`src/rtl/board_test_pkg.sv`:
```
// ---------------------------------------------------------------------------
// board_test_pkg
// Shared definitions for the board-test button conditioning logic.
//   btn_state_e          : per-button debounce/classification FSM states
//   DEBOUNCE_CYCLES_DEF  : default stable-sample count (20 ms at 2.5 MHz)
//   LONG_CYCLES_DEF      : default long-press hold time (1 s at 2.5 MHz)
// ---------------------------------------------------------------------------
package board_test_pkg;

   typedef enum logic [2:0] {
      IDLE         = 3'd0,
      PRESS_WAIT   = 3'd1,
      HELD         = 3'd2,
      LONG_HELD    = 3'd3,
      RELEASE_WAIT = 3'd4
   } btn_state_e;

   localparam int unsigned DEBOUNCE_CYCLES_DEF = 50_000;
   localparam int unsigned LONG_CYCLES_DEF     = 2_500_000;

endpackage

```
`src/rtl/board_test_button_channel.sv`:
```
// ---------------------------------------------------------------------------
// board_test_button_channel
// One push-button: 2-FF synchroniser, debounce FSM, debounce counter and
// long-press counter.
//   int_clock        in  clock, all logic on posedge
//   rst              in  asynchronous active-low reset
//   btn_i            in  raw button, active-low, bouncing
//   pressed_o        out debounced level, active-high (registered)
//   pressed_d_o      out next-cycle value of pressed_o (for chord detection)
//   press_pulse_o    out one-cycle pulse on accepted press
//   release_pulse_o  out one-cycle pulse on accepted release
//   long_pulse_o     out one-cycle pulse once per press after LONG_CYCLES
// ---------------------------------------------------------------------------
module board_test_button_channel
   import board_test_pkg::*;
#(
   parameter int unsigned DEBOUNCE_CYCLES = DEBOUNCE_CYCLES_DEF,
   parameter int unsigned LONG_CYCLES     = LONG_CYCLES_DEF
) (
   input  logic int_clock,
   input  logic rst,
   input  logic btn_i,
   output logic pressed_o,
   output logic pressed_d_o,
   output logic press_pulse_o,
   output logic release_pulse_o,
   output logic long_pulse_o
);

   localparam int CNT_W  = $clog2(DEBOUNCE_CYCLES + 1);
   localparam int LONG_W = $clog2(LONG_CYCLES + 1);

   // The sample that leaves IDLE/HELD/LONG_HELD is the first stable sample, so
   // the counter only has to cover the remaining DEBOUNCE_CYCLES-1 samples:
   // the change is accepted when it reads DEBOUNCE_CYCLES-2 on a stable sample.
   localparam logic [CNT_W-1:0]  DB_LAST   = CNT_W'(DEBOUNCE_CYCLES - 2);
   localparam logic [CNT_W-1:0]  DB_MAX    = CNT_W'(DEBOUNCE_CYCLES);
   localparam logic [LONG_W-1:0] LONG_LAST = LONG_W'(LONG_CYCLES - 1);
   localparam logic [LONG_W-1:0] LONG_MAX  = LONG_W'(LONG_CYCLES);

   if (DEBOUNCE_CYCLES < 2) begin : g_chk_debounce
      $error("DEBOUNCE_CYCLES must be at least 2");
   end
   if (LONG_CYCLES <= DEBOUNCE_CYCLES) begin : g_chk_long
      $error("LONG_CYCLES must exceed DEBOUNCE_CYCLES");
   end

   logic              sync1_q, sync2_q;
   logic              sp;
   btn_state_e        state_q, state_d;
   logic [CNT_W-1:0]  db_cnt_q, db_cnt_d, db_inc;
   logic [LONG_W-1:0] long_cnt_q, long_cnt_d, long_inc;
   logic              from_long_q, from_long_d;
   logic              pressed_q, pressed_d;
   logic              press_pulse_q, press_pulse_d;
   logic              release_pulse_q, release_pulse_d;
   logic              long_pulse_q, long_pulse_d;

   // Synchroniser resets to 1 so a reset looks like a released button.
   always_ff @(posedge int_clock or negedge rst) begin
      if (!rst) begin
         sync1_q <= 1'b1;
         sync2_q <= 1'b1;
      end else begin
         sync1_q <= btn_i;
         sync2_q <= sync1_q;
      end
   end

   assign sp       = ~sync2_q;
   assign db_inc   = (db_cnt_q == DB_MAX) ? db_cnt_q : db_cnt_q + CNT_W'(1);
   assign long_inc = (long_cnt_q == LONG_MAX) ? long_cnt_q : long_cnt_q + LONG_W'(1);

   always_ff @(posedge int_clock or negedge rst) begin
      if (!rst) begin
         state_q         <= IDLE;
         db_cnt_q        <= '0;
         long_cnt_q      <= '0;
         from_long_q     <= 1'b0;
         pressed_q       <= 1'b0;
         press_pulse_q   <= 1'b0;
         release_pulse_q <= 1'b0;
         long_pulse_q    <= 1'b0;
      end else begin
         state_q         <= state_d;
         db_cnt_q        <= db_cnt_d;
         long_cnt_q      <= long_cnt_d;
         from_long_q     <= from_long_d;
         pressed_q       <= pressed_d;
         press_pulse_q   <= press_pulse_d;
         release_pulse_q <= release_pulse_d;
         long_pulse_q    <= long_pulse_d;
      end
   end

   always_comb begin
      state_d         = state_q;
      db_cnt_d        = '0;
      // Long counter runs whenever the debounced level is high, including
      // while a release is being qualified.
      long_cnt_d      = pressed_q ? long_inc : long_cnt_q;
      from_long_d     = from_long_q;
      pressed_d       = pressed_q;
      press_pulse_d   = 1'b0;
      release_pulse_d = 1'b0;
      long_pulse_d    = 1'b0;

      case (state_q)
         IDLE: begin
            if (sp) state_d = PRESS_WAIT;
         end
         PRESS_WAIT: begin
            if (!sp) begin
               state_d = IDLE;
            end else if (db_cnt_q == DB_LAST) begin
               state_d       = HELD;
               pressed_d     = 1'b1;
               press_pulse_d = 1'b1;
               long_cnt_d    = '0;
            end else begin
               db_cnt_d = db_inc;
            end
         end
         HELD: begin
            if (!sp) begin
               state_d     = RELEASE_WAIT;
               from_long_d = 1'b0;
            end else if (long_cnt_q >= LONG_LAST) begin
               // >= so a hold that matured during a rejected release glitch
               // still fires once on return.
               state_d      = LONG_HELD;
               long_pulse_d = 1'b1;
            end
         end
         LONG_HELD: begin
            if (!sp) begin
               state_d     = RELEASE_WAIT;
               from_long_d = 1'b1;
            end
         end
         RELEASE_WAIT: begin
            if (sp) begin
               state_d = from_long_q ? LONG_HELD : HELD;
            end else if (db_cnt_q == DB_LAST) begin
               state_d         = IDLE;
               pressed_d       = 1'b0;
               release_pulse_d = 1'b1;
            end else begin
               db_cnt_d = db_inc;
            end
         end
         default: begin
            state_d = IDLE;
         end
      endcase
   end

   assign pressed_o       = pressed_q;
   assign pressed_d_o     = pressed_d;
   assign press_pulse_o   = press_pulse_q;
   assign release_pulse_o = release_pulse_q;
   assign long_pulse_o    = long_pulse_q;

endmodule

```
`src/rtl/board_test_button_conditioner.sv`:
```
// ---------------------------------------------------------------------------
// board_test_button_conditioner
// Turns the raw s1/s2 push-buttons into debounced levels and event pulses.
//   int_clock      in  clock, all logic on posedge
//   rst            in  asynchronous active-low reset
//   s1, s2         in  raw buttons, active-low, bouncing
//   pressed        out debounced levels, bit0 = s1, bit1 = s2
//   press_pulse    out one-cycle pulse per accepted press
//   release_pulse  out one-cycle pulse per accepted release
//   long_pulse     out one-cycle pulse when a press is held LONG_CYCLES
//   chord_pulse    out one-cycle pulse when pressed becomes 2'b11
// ---------------------------------------------------------------------------
module board_test_button_conditioner
   import board_test_pkg::*;
#(
   parameter int unsigned DEBOUNCE_CYCLES = DEBOUNCE_CYCLES_DEF,
   parameter int unsigned LONG_CYCLES     = LONG_CYCLES_DEF
) (
   input  logic       int_clock,
   input  logic       rst,
   input  logic       s1,
   input  logic       s2,
   output logic [1:0] pressed,
   output logic [1:0] press_pulse,
   output logic [1:0] release_pulse,
   output logic [1:0] long_pulse,
   output logic       chord_pulse
);

   logic [1:0] pressed_nxt;
   logic       chord_q;

   board_test_button_channel #(
      .DEBOUNCE_CYCLES (DEBOUNCE_CYCLES),
      .LONG_CYCLES     (LONG_CYCLES)
   ) u_ch_s1 (
      .int_clock       (int_clock),
      .rst             (rst),
      .btn_i           (s1),
      .pressed_o       (pressed[0]),
      .pressed_d_o     (pressed_nxt[0]),
      .press_pulse_o   (press_pulse[0]),
      .release_pulse_o (release_pulse[0]),
      .long_pulse_o    (long_pulse[0])
   );

   board_test_button_channel #(
      .DEBOUNCE_CYCLES (DEBOUNCE_CYCLES),
      .LONG_CYCLES     (LONG_CYCLES)
   ) u_ch_s2 (
      .int_clock       (int_clock),
      .rst             (rst),
      .btn_i           (s2),
      .pressed_o       (pressed[1]),
      .pressed_d_o     (pressed_nxt[1]),
      .press_pulse_o   (press_pulse[1]),
      .release_pulse_o (release_pulse[1]),
      .long_pulse_o    (long_pulse[1])
   );

   // Looking at the channels' next-state level keeps the chord pulse in the
   // same cycle as the press pulse that completes the chord.
   always_ff @(posedge int_clock or negedge rst) begin
      if (!rst) chord_q <= 1'b0;
      else      chord_q <= (&pressed_nxt) & ~(&pressed);
   end

   assign chord_pulse = chord_q;

endmodule

```
`config.mk`:
```
export PLATFORM = sky130hd
export DESIGN_NAME = board_test_button_conditioner
export DESIGN_NICKNAME = d
export VERILOG_FILES = /design/src/rtl/board_test_pkg.sv /design/src/rtl/board_test_button_channel.sv /design/src/rtl/board_test_button_conditioner.sv
export SDC_FILE = /design/constraint.sdc
export NUM_CORES = 1
export LEC_CHECK = 0
export ABC_CLOCK_PERIOD_IN_PS = 2150
export CAP_MARGIN = 20
export CORE_UTILIZATION = 60
export DETAILED_ROUTE_END_ITERATION = 12
export PLACE_DENSITY_LB_ADDON = 0.05
export SLEW_MARGIN = 10
export SYNTH_ARGS = -nofsm -noshare
export SYNTH_HDL_FRONTEND = slang
export SYNTH_HIERARCHICAL = 1
export SYNTH_SLANG_ARGS = --single-unit
```
`constraint.sdc`:
```
create_clock -name int_clock -period 2.15 [get_ports int_clock]
set_input_delay 0.3225 -clock int_clock [delete_from_list [all_inputs] [get_ports int_clock]]
set_output_delay 0.3225 -clock int_clock [all_outputs]
set_load 0.01 [all_outputs]
```
Word-level counts from Yosys, hierarchy flattened
Index checks and enable logic that the tools add are counted.

Logic and storage cells: 137. Output and inout port bits: 9. Bits in registers: 97.

Order comparisons: 2. Equality and inequality tests: 26. Multiplexer cells: 72. Bitwise gates (word level): 2. Reduce and logical (&&, ||, !) cells: 10. Add/subtract/negate cells: 4.

Operators with widths (number): $mux 22 (10); $mux 16 (8); $eq 16x16->1 const B (4); $pmux 16 s2 (2); $mux 3 (16); $add 22x1->22 const B (2); $eq 22x22->1 const B (2); $ge 22x22->1 const B (2); $add 16x1->16 const B (2); $mux 1 (30); $pmux 3 s5 (2); $eq 3x2->1 const B (4); $ne 3x1->1 const B (4); $reduce_and 5->1 (2); $ne 2x1->1 const B (4); $pmux 1 s2 (4); $eq 3x1->1 const B (2); $eq 3x3->1 const B (2); $logic_not 3->1 (2); $ne 3x3->1 const B (2); $reduce_and 3->1 (2); $ne 2x2->1 const B (2); $reduce_and 2->1 (2); $reduce_bool 2->1 (2); other kinds (2) (2).

Longest topological paths before layout
Gate-level depths: netlist of the first run.

Depth in word-level cells: 6. Gate-level depth with buffers: 8. Gate-level depth less buffers: 8.

Modules after synthesis
Netlist of the first run, hierarchy kept.

By module, submodules not included: board_test_button_channel at u_ch_s1 (times used 1, sequential area each 1203.7 sq um, cells each 278, area an instance 2635.0 sq um); board_test_button_channel at u_ch_s2 (times used 1, sequential area each 1203.7 sq um, cells each 271, area an instance 2581.2 sq um); board_test_button_conditioner (times used 1, sequential area each 25.0 sq um, cells each 3, area an instance 37.5 sq um).

Least setup slack after synthesis of the first run
OpenSTA, ideal clock, no wires.

Path kind: flip-flop to flip-flop. Start: register u_ch_s2.pressed_q, in the netlist u_ch_s2/pressed_o. End: register u_ch_s2.long_cnt_q[19]. Stages on the path, launching flop included: 6. Arrival: 1829 ps. Library setup time: 77 ps. Path slack: 244 ps. Required time: 2073 ps. Cell sequence: dfrtp_1 -> nand4_1 -> or4_1 -> buf_2 -> or4_1 -> a21oi_1.

Longest elaborated chain between the ends: 4.

RTL lines: start: declaration (line board_test_button_channel.sv:54) `logic pressed_q, pressed_d;`; start signal: assignment (line board_test_button_channel.sv:89) `pressed_q <= pressed_d;`; $mux 22 * (line board_test_button_channel.sv:101) `long_cnt_d = pressed_q ? long_inc : long_cnt_q;`; $mux 22 (line board_test_button_channel.sv:115) `end else if (db_cnt_q == DB_LAST) begin`; $mux 22 (line board_test_button_channel.sv:113) `if (!sp) begin`; $mux 22 * (line board_test_button_channel.sv:108) `case (state_q)`; via u_ch_s2.long_cnt_d[19] (line board_test_button_channel.sv:52) `logic [LONG_W-1:0] long_cnt_q, long_cnt_d, long_inc;`; end signal: assignment (line board_test_button_channel.sv:87) `long_cnt_q <= long_cnt_d;`; end: declaration (line board_test_button_channel.sv:52).

Mark *: on every way through the listed nets, which the timed path passes. The rest lies on a longest branch. A chain may end at the register's enable or synchronous reset.

Worst setup path in the final report of the first run
Start: register u_ch_s2.long_cnt_q[4]. End: register u_ch_s2.long_cnt_q[19].

Longest elaborated chain between the ends: 6. Elaborated cells on any way between the ends: 7.

RTL lines: $add 22x1->22 or $eq 22x22->1 (tied branches) (line board_test_button_channel.sv:72) `assign long_inc = (long_cnt_q == LONG_MAX) ? long_cnt_q : long_cnt_q + LONG_W'(1);`; $mux 22 * (line board_test_button_channel.sv:72); $mux 22 * (line board_test_button_channel.sv:101); $mux 22 (line board_test_button_channel.sv:115); $mux 22 (line board_test_button_channel.sv:113); $mux 22 * (line board_test_button_channel.sv:108); via u_ch_s2.long_cnt_d[19] (line board_test_button_channel.sv:52).

Marks and branches as above.

==> results of run 1 <==
[sequential cells by signal, summed over array words and instances (netlist names), 3 cells and up]
register,cells
u_ch_s1/db_cnt_q,16
u_ch_s1/long_cnt_q,22
u_ch_s2/db_cnt_q,16
u_ch_s2/long_cnt_q,22
u_ch_s2/state_q,3
u_ch_s1/state_q,3
[final cells by class]
type                    instances  area [µm²]  share of cell area
well taps                     105         131              0.0228
flip-flops and latches         97        2430               0.422
clock inverters                 6         116              0.0202
repair buffers                 26         238              0.0413
multi-input cells             410        2630               0.456
clock buffers                  10         128              0.0221
inverters                      24        90.1              0.0156
[critical path, delay by kind of cell (launching register included)]
family,cells,cell delay (ps)
compound gates,1,160
flops,1,500
simple gates,3,1310
[cell usage in the layout (no fill, tap or decap), types with 10 or more instances in the layout]
cell                              synthesis  layout
sky130_fd_sc_hd__nor2_1                  62      62
sky130_fd_sc_hd__nand3_1                 23      23
sky130_fd_sc_hd__nor4_1                  14      14
sky130_fd_sc_hd__or3_1                   13      13
sky130_fd_sc_hd__clkdlybuf4s50_1          0      11
sky130_fd_sc_hd__o21ai_0                 30      30
sky130_fd_sc_hd__a21oi_1                 26      26
sky130_fd_sc_hd__nand4_1                 29      29
sky130_fd_sc_hd__nor3_1                  12      12
sky130_fd_sc_hd__ha_1                    10      10
sky130_fd_sc_hd__xnor2_1                 28      28
sky130_fd_sc_hd__nand2_1                 35      35
sky130_fd_sc_hd__xor2_1                  19      19
sky130_fd_sc_hd__dfrtp_1                 93      93
sky130_fd_sc_hd__buf_4                    1      13
sky130_fd_sc_hd__or4_1                   10      10
sky130_fd_sc_hd__inv_1                   24      24
[stage by stage]
step           hold WS, ps  total power [W]
3_5_place_dp           284          0.00203
4_1_cts                335          0.00346
2_1_floorplan         26.9          0.00196
5_1_grt                344          0.00354
6_report               340          0.00343
3_3_place_gp           278          0.00202
[worst max-delay path by stage]
stage                                   endpoint  cells past startpoint
after global routing      u_ch_s2/long_cnt_q[19]                      4
final                     u_ch_s2/long_cnt_q[19]                      4
after global placement    u_ch_s2/long_cnt_q[19]                      4
after CTS                 u_ch_s2/long_cnt_q[19]                      4
after detailed placement  u_ch_s2/long_cnt_q[19]                      4
after floorplan           u_ch_s2/long_cnt_q[19]                      5
[logic make-up after synthesis]
kind of cell / synth area share
AOI/OAI and AO/OA: 0.110
xor gates and xnor gates: 0.0784
adders and majority gates: 0.0238
buffers and inverters: 0.0372
DFF: 0.463
muxes: 0.0171
and+or+nand+nor: 0.271
[routing by layer]
layer,part of all wire,GRT usage,routed length (µm),vias to the layer above
met5,0,0,0,-
met4,0.011,0.0746,111,0
met3,0.039,0.0439,401,6
met2,0.48,0.398,5000,96
met1,0.47,0.337,4900,2030
li1,-,-,-,2034
[power breakdown]
part           internal (W)  switching (W)  leakage (nW)
clock network      0.000782       0.000663         0.121
logic             0.0000429      0.0000862         0.909
registers           0.00184      0.0000210          1.34
==> impl_summary.md, run 1 <==
Setup path
The classification of the worst setup path is reg -> reg. The flop-to-flop setup slack is 110 ps. The data arrival at the endpoint of the critical path is 2340 ps. Walking the worst path, the cells encountered are nand4_4 > or4_1 > or4_1 > a21oi_1. The number of cells on the worst reg-to-reg path is 4. The worst setup path is captured at a flop. The data required time of the worst path is 2450 ps. The worst register-to-register path begins at u_ch_s2/long_cnt_q[4].

Tracing the worst setup path back leads to its startpoint at u_ch_s2/long_cnt_q[4]. Of all nets on the critical path, the largest fanout is 9. On the worst path, the slowest cell contributes a delay of 680 ps.

The sort of element at the start of the critical path is a flop. The reg-to-reg endpoint is u_ch_s2/long_cnt_q[19]. The most numerous cell type found on the critical path is sky130_fd_sc_hd__or4_1.

The critical path's slowest cell is sky130_fd_sc_hd__or4_1.

Placement
Before CTS, the worst setup slack after placement is 146 ps. Counting tap cells, the placed design contains a total of 661 instances. The HPWL after detailed placement is approximately 7.2 mm. The number of port buffers is 12. The placed cell area is 5510 µm². Routability-driven placement finished with a final weighted congestion of 0.872.

Global route
The global-route wire length before repair is 17.5 mm. The number of antenna violations at the first check in global routing was 0. The global routing usage summed across all routing layers is 0.246. The number of global-route vias before repair is 3,859. The total overflow left after global routing is 0. The maximum number of pins on one net before global-route repair is 39.

Yosys
The largest total area in the synthesized netlist belongs to sky130_fd_sc_hd__dfrtp_1. The netlist area before placement is 5250 µm². The area fraction of the dominant cell type after synthesis is 0.443. Synthesis inferred between 90 and 100 register bits.

Synthesis produced 552 cells. The proportion of synthesized chip area in sequential cells is 0.463. The unique cell type count in the Yosys netlist is 65. The number of nets in the synthesized netlist is about 570. In the post-synthesis netlist, the biggest area contributors are sky130_fd_sc_hd__dfrtp_1, sky130_fd_sc_hd__xnor2_1, sky130_fd_sc_hd__nor2_1. The most common cell in the synthesized netlist is sky130_fd_sc_hd__dfrtp_1.

The average cell area after synthesis is 9.52 µm². The number of synthesized flops with an enable pin is 0. The post-synthesis async set-or-reset flop share is 1.00. For this run, the number of Yosys warnings is 6. The commonest cells after synthesis are sky130_fd_sc_hd__dfrtp_1, sky130_fd_sc_hd__nor2_1, sky130_fd_sc_hd__nand2_1. The predominant post-synthesis flop cell is sky130_fd_sc_hd__dfrtp_1.

Floorplan
The initial standard-cell utilization of the core is 0.630. The area of the core is about 8300 µm². In this run the core area contains 33 standard-cell rows. The area of the die is 9130 µm². The die boundary width is approximately 96 µm. From bottom edge to top edge, the die measures approximately 96 µm. The number of primary I/O pins is 13.

Layout
The number of standard cells in the layout, taps in and fillers out is 678. The final layout contains between 500 and 600 nets. The proportion of layout cells with a drive suffix above 1 is 0.0733. The number of diodes is 0. Counting the fill cells in the layout gives between 600 and 700.

Compared with the post-synthesis result, the final layout area differs by 9.67%. At the end of the flow the core is filled with cells to 0.691. The finished cells cover 5760 µm².

Power and ir drop
In this run the static leakage power is 2.37 nW. The largest voltage drop on the vdd net is 0.335 mV. The power per unit of standard cell area is 596 nW/µm².

CTS
The hold buffer count at cts is 1. CTS built an H-tree with a depth of 3. TritonCTS built the clock tree. The number of cells upsized or downsized after cts is 0.

CTS placed an instance of sky130_fd_sc_hd__clkbuf_8 at the clock tree root. The sink count of the clock tree is 97. The clock latency on the worst-skew pair is ~370 ps.

The number of clock buffers added by TritonCTS is 9. Clock-pin slew was measured on the worst setup and hold paths at around 100 ps. After clock tree synthesis, the setup repair step added 0 buffers. The longest clock path from root to sink contains 2 buffers.

Routing
The number of routed nets with antenna violations is 0. The routed length per instance is 15.4 µm. In the routed design, unresolved DRC markers number 0. The average vias per placed instance is 6.14. The detailed router placed roughly 4.2k vias in this run. The iteration-0 DRC count of the detailed router is 212. The first detailed-routing pass ran for 4 iterations. The routed design has 10.4 mm of wire.

Run
The tool flagged a number of max-cap violations equal to 0.

STA
Derived from the worst setup path, the maximum achievable clock frequency is just under 500 MHz. The final hold violation count is 0. The time the worst path needs with I/O delays and setup is 2040 ps. The worst-margin pin slew is 558 ps. Across the routed clock network, the largest skew measured is about 13 ps. The number of pins exceeding their max-slew limit in the final report is 0. Setup violations remaining at the end of the flow were counted as 0. The final setup slack of the worst path is around 110 ps. After routing, the total negative slack on setup checks comes to 0 ps. The worst slew slack as a fraction of its limit is 0.626.

Setup repair after global routing left no endpoint under its margin. The final period utilization is 0.951.

Worst hold path
The worst hold-check path type is in -> reg. The number of cells on the worst hold path is 1. The worst hold path startpoint is s2.

The capture endpoint of the worst hold path is u_ch_s2/sync1_q.

Outcome
The flow ran to the end, and the final reports show no timing, DRC or antenna violations.
Note: power is estimated with default switching activity, not from simulation.
==> run 2: changes to the inputs <==
Settings changed: CORE_MARGIN set to 4.
==> run 2 against run 1 <==
  * Clock skew is 0.69 ps higher
  * Global-route usage fell by 3.7 points
  * Setup slack better by 10 ps
  * Fmax grew 0.50%
  * Clock power shrank 23%
  * Count of clock-buffer cells in the layout unchanged
  * First-iteration DRC count is 25% lower
  * Hold slack got worse by 320 ps
  * Die area grew 13%
  * Utilization decreased by 1.5 points
  * Cell area shrank 1.7%
==> impl_summary.md, run 2 (synthesis gave the netlist of run 1 again) <==
Routing
The routed length per instance is 14.9 µm (was 15.4 µm). The total via count after detailed routing was 4,100 (was 4,166). The post-route DRC violation count was 0 (unchanged). The iteration-0 DRC count of the detailed router is 158 (was 212). The detailed-routing iteration count for the pre-antenna-repair pass is 5 (was 4). The final routed wirelength across all metal layers is 10.0 mm (was 10.4 mm). The average vias per placed instance is 6.07 (was 6.14). The number of routed nets with antenna violations is 0 (unchanged).

STA
The final setup slack of the worst path is 115 ps (was 105 ps). The count of final setup violators is 0 (unchanged). The number of pins exceeding their max-slew limit in the final report is 0 (unchanged).

The worst-case clock skew was 13.7 ps (was 13.0 ps). The worst-margin pin slew is 643 ps (was 558 ps). The time the worst path needs with I/O delays and setup was 2030 ps (was 2040 ps). The worst-case hold slack is 24.1 ps (was 340 ps). The highest clock frequency the design can meet was 491 MHz (was 489 MHz).

The final hold violation count is 0 (unchanged). Setup repair after global routing missed its margin: no (unchanged). The final total negative setup slack is 0 ps (unchanged).

The worst slew slack as a fraction of its limit came to 0.571 (was 0.626). The final period utilization is 0.946 (was 0.951).

CTS
The clock latency on the worst-skew pair is 360 ps (was 370 ps). The clock transition at the registers of the reported paths is 110 ps (was 100 ps). The buffer depth of the longest clock path is 2 (unchanged).

The number of cells upsized or downsized after cts is 0 (unchanged). The CTS tree was yes (unchanged). The number of buffers created by CTS is 9 (unchanged).

The H-tree depth is 3 (unchanged). The hold buffer count at cts is 0 (was 1). The sink count of the clock tree came to 97 (unchanged). The setup fix buffers added after clock tree synthesis is 0 (unchanged). The cell chosen for the clock root is sky130_fd_sc_hd__clkbuf_8 (unchanged).

Global route
The global-route wire length before repair is 17.6 mm (was 17.5 mm). The number of global-route vias before repair is 3,857 (was 3,859). The global route total overflow came to 0 (unchanged). The number of antenna violations at the first check in global routing is 0 (unchanged). The maximum number of pins on one net before global-route repair came to 54 (was 39). The global routing usage summed across all routing layers is 0.208 (was 0.246).

Power and ir drop
The internal power is 0.00232 W (was 0.00266 W). The part of the total power dissipated in sequential elements is 0.602 (was 0.542). The largest voltage drop on the vdd net was 0.402 mV (was 0.335 mV). The combinational group share of total power is 0.039 (was 0.038). The net switching fraction of the power is 0.251 (was 0.224). The power per unit of standard cell area is 546 nW/µm² (was 596 nW/µm²). The clock network fraction of design power is 0.359 (was 0.421). The net switching component of the power is 0.000777 W (was 0.000770 W).

The leakage power is 2.31 nW (was 2.37 nW).

Layout
The relative area change from synthesis to final layout is 7.86% (was 9.67%). Most used cells in the layout excluding fill and tap cells: sky130_fd_sc_hd__dfrtp_1, sky130_fd_sc_hd__nor2_1, sky130_fd_sc_hd__nand2_1 (unchanged). Largest registers ranked by flip-flop count: u_ch_s1/long_cnt_q (22), u_ch_s2/long_cnt_q (22) (unchanged). The number of fill cells in the layout is 648 (was 646). The register area came to 2430 µm² (unchanged).

The final layout net count is 580 (was 582). The number of diodes is 0 (unchanged). The multi-input logic area was 2630 µm² (unchanged).

The leading cell type in the layout, fill and taps excluded is sky130_fd_sc_hd__dfrtp_1 (unchanged). The proportion of layout cells with a drive suffix above 1 is 0.0718 (was 0.0733). The core occupancy in the finished layout is 0.676 (was 0.691).

Floorplan
The die boundary width is 102 µm (was 95.6 µm). The number of primary I/O pins is 13 (unchanged). The area of the core was 8380 µm² (was 8340 µm²).

The number of core rows is 33 (unchanged). The initial standard-cell utilization of the core is 0.627 (was 0.630). The area of the die was 10,300 µm² (was 9130 µm²).

The height of the chip came to 102 µm (was 95.6 µm).

Placement
The weighted congestion reported at the end of routability-driven placement is 0.827 (was 0.872). The number of port buffers is 12 (unchanged). The detailed placement HPWL is 7.08 mm (was 7.19 mm). The pre-CTS setup slack is 131 ps (was 146 ps).

Setup path
The data required time of the worst path came to 2430 ps (was 2450 ps). The sort of element at the start of the critical path is a flop (unchanged). The flop-to-flop setup slack was 120 ps (was 110 ps).

The classification of the worst setup path is reg -> reg (unchanged). The data arrival at the endpoint of the critical path came to 2310 ps (was 2340 ps). The reg-to-reg critical path startpoint is u_ch_s2/long_cnt_q[3] (was u_ch_s2/long_cnt_q[4]). The critical-path maximum fanout is 9 (unchanged). The depth of the worst register-to-register path is 4 (unchanged). The nature of the critical path endpoint was a flop (unchanged). The reg-to-reg endpoint is u_ch_s2/long_cnt_q[19] (unchanged).

Outcome
Outcome: completed (unchanged).

Worst hold path
The worst hold-check path type was in -> async (was in -> reg).

Run
The number of violations of the max-capacitance limit is 0 (unchanged).
[run 2: worst max-delay path: stages (launching register included)]
cell and delay (ps):
sky130_fd_sc_hd__dfrtp_1 500, sky130_fd_sc_hd__nand4_4 180, sky130_fd_sc_hd__or4_1 690, sky130_fd_sc_hd__or4_1 440
sky130_fd_sc_hd__a21oi_1 160
[run 2: routing by layer]
| metal | GRT usage | vias to the layer above | wire (µm) |
|---|---|---|---|
| li1 | - | 2025 | - |
| met1 | 0.294 | 1977 | 4840 |
| met2 | 0.332 | 84 | 4700 |
| met3 | 0.0393 | 14 | 384 |
| met4 | 0.0562 | 0 | 125 |
| met5 | 0 | - | 0 |
[run 2: worst max-delay path by stage]
stage | cells after the start | endpoint | start | slack [ps]
2_1_floorplan | 5 | u_ch_s2/long_cnt_q[19] | u_ch_s2/pressed_o | 240
3_3_place_gp | 4 | u_ch_s2/long_cnt_q[19] | u_ch_s2/long_cnt_q[3] | 230
3_5_place_dp | 4 | u_ch_s2/long_cnt_q[19] | u_ch_s2/long_cnt_q[3] | 130
4_1_cts | 4 | u_ch_s2/long_cnt_q[19] | u_ch_s2/long_cnt_q[3] | 110
5_1_grt | 4 | u_ch_s2/long_cnt_q[19] | u_ch_s2/long_cnt_q[3] | 30
6_report | 4 | u_ch_s2/long_cnt_q[19] | u_ch_s2/long_cnt_q[3] | 120
[run 2: per-stage QoR]
step / total power [W] / cells / cell area, µm²
final: 0.00309 / 676 / 5670
after global routing: 0.00323 / 676 / 5670
after CTS: 0.00314 / 676 / 5670
after detailed placement: 0.00202 / 660 / 5490
after global placement: 0.00202 / 660 / 5490
after floorplan: 0.00196 / 552 / 5250
[run 2: layout make-up]
class,count,area share
Clock buffer,10,0.0225
Clock inverter,6,0.00905
Inverter,24,0.0159
Multi-Input combinational cell,410,0.463
Sequential cell,97,0.429
Tap cell,105,0.0232
Timing Repair Buffer,24,0.0367
[run 2: power by group through the flow]
stage	combinational (W)	sequential, W	clock [W]
2_1_floorplan	0.0000705	0.00189	0
3_3_place_gp	0.000121	0.00189	0
3_5_place_dp	0.000126	0.00190	0
4_1_cts	0.000126	0.00186	0.00115
5_1_grt	0.000141	0.00186	0.00122
6_report	0.000122	0.00186	0.00111
==> edit: new RTL, settings of run 1 <==
The package constant `LONG_CYCLES_DEF` goes from 2_500_000 to 5_000_000.
--- a/src/rtl/board_test_pkg.sv
+++ b/src/rtl/board_test_pkg.sv
@@ -16,7 +16,7 @@
    } btn_state_e;
 
    localparam int unsigned DEBOUNCE_CYCLES_DEF = 50_000;
-   localparam int unsigned LONG_CYCLES_DEF     = 2_500_000;
+   localparam int unsigned LONG_CYCLES_DEF     = 5_000_000;
 
 endpackage
 
Formal check against the unedited RTL: no difference found for any inputs over 10 cycles, from zero or initial values and one cycle with rst low; that may be too few to reach the edited logic, so the function may still have changed.
==> edit against run 1 <==
Cell area is 3.1% higher; total power down 4.4%; combinational power fell by 16%; first-iteration DRC count is 11% higher; synthesized area increased by 0.98%; worst setup slack lost 0.10 ns; sequential cell count grew 2; wire length is 3.8% higher; fmax is 4.8% lower; highest routed layer unchanged.
==> edit: results (changes against run 1) <==
| Metric | Value |
|---|---|
| Max Clock Skew | 0.008457 ns (-0.004550 ns) |
| Outcome | completed |
| Fin nets | 600 (+3.1%) |
| Post-Synth XOR/XNOR Area | 9.245% (+1.4 points) |
| Synth top cells by count | dfrtp_1, nor2_1, nand2_1 |
| Vias/cell | 5.927 (-3.5%) |
| Worst VDD drop | 0.4884 mV (+46%) |
| Power, Total | 3.282 mW (-4.4%) |
| Layout cells sized above 1 | 13.56% (+6.2 points) |
| Non-clk invs | 16 (-33%) |
| Regs by FF count | u_ch_s1/long_cnt_q x23, u_ch_s2/long_cnt_q x23 |
| Largest net degree at the start of global routing | 43 (+10%) |
| Mux cell area share after synthesis | 0.7783% (-0.94 points) |
| Final Cell Area | 5943 µm² (+3.1%) |
| NonClk Buf Share | 5.726% (+1.6 points) |
| Fill cells | 635 (-1.7%) |
| Cell Area, Placed | 5687 µm² (+3.2%) |
| Placed Instances | 678 (+2.6%) |
| GR Util All Layers | 26.02% (+1.4 points) |
| CP peak stage delay | 0.61 ns (-0.07 ns) |
| Synth top area cells | dfrtp_1, xor2_1, nor2_1 |
| Register area share after synthesis | 46.79% (+0.50 points) |
| Met3 Wirelength | 407 µm (+1.5%) |
| Sink Count | 99 (+2.1%) |
| Vias in the first global route | 3992 (+3.4%) |
| Int Power | 2.563 mW (-3.8%) |
| Crit path max fanout | 5 (-4) |
| CP arrival | 2.44 ns (+0.10 ns) |
| Final RePlAce weighted congestion | 0.8689 (-0.34%) |
| Worst slack, placed | -0.03266 ns (-0.1787 ns) |
| Die area | 9222 µm² (+0.95%) |
| Complex-gate fraction of the synthesized area | 9.505% (-1.5 points) |
| Met1 wire length | 5.085 mm (+3.8%) |
| GR met1 Demand/Resource | 35.50% (+1.8 points) |
| Met3 GRT Util | 4.423% (+0.037 points) |
| Signal buffers | 38 (+46%) |
| Multi-input gate area | 2715 µm² (+3.4%) |
| Netlist cell types | 66 (+1.5%) |
| Storage cell area | 2482 µm² (+2.1%) |
| Area share of fa/ha/maj cells after synthesis | 2.358% (-0.023 points) |
| Met2 Use GR | 43.03% (+3.2 points) |
| Multi-input comb cells | 422 (+2.9%) |
| Final Non-Filler Cells | 695 (+2.5%) |
| R2R depth | 5 (+1) |
| Measured slew at the worst slew-check pin | 0.5376 ns (-0.02068 ns) |
| Clk power | 1.28 mW (-11%) |
| Met2 WL | 5.177 mm (+3.5%) |
| DR WL/cell | 15.56 µm (+1.3%) |
| First-pass GRT wire length | 18.58 mm (+5.9%) |
| Leak | 2.623 nW (+11%) |
edit: cell types whose count changed in the layout (fill, tap and decap cells not counted), moves of 11 or more:
cell,delta
o21ai_0,-18
xor2_1,+22
xnor2_1,-13
buf_4,+11
a21oi_1,-13
nor2_1,+16
edit: worst paths after layout:
check,end,slack (ns),start
hold / removal,u_ch_s2/sync1_q$_DFF_PN1_,0.36,s2
max in group asynchronous,u_ch_s2/sync1_q$_DFF_PN1_,0.97,rst
setup reg to reg,u_ch_s2/long_cnt_q[16]$_DFF_PN0_,0.002,u_ch_s2/long_cnt_q[15]$_DFF_PN0_
hold reg to reg,u_ch_s2/sync2_q$_DFF_PN1_,0.36,u_ch_s2/sync1_q$_DFF_PN1_
min in group asynchronous,u_ch_s1/long_cnt_q[17]$_DFF_PN0_,0.48,rst
setup / recovery,u_ch_s2/long_cnt_q[16]$_DFF_PN0_,0.002,u_ch_s2/long_cnt_q[15]$_DFF_PN0_
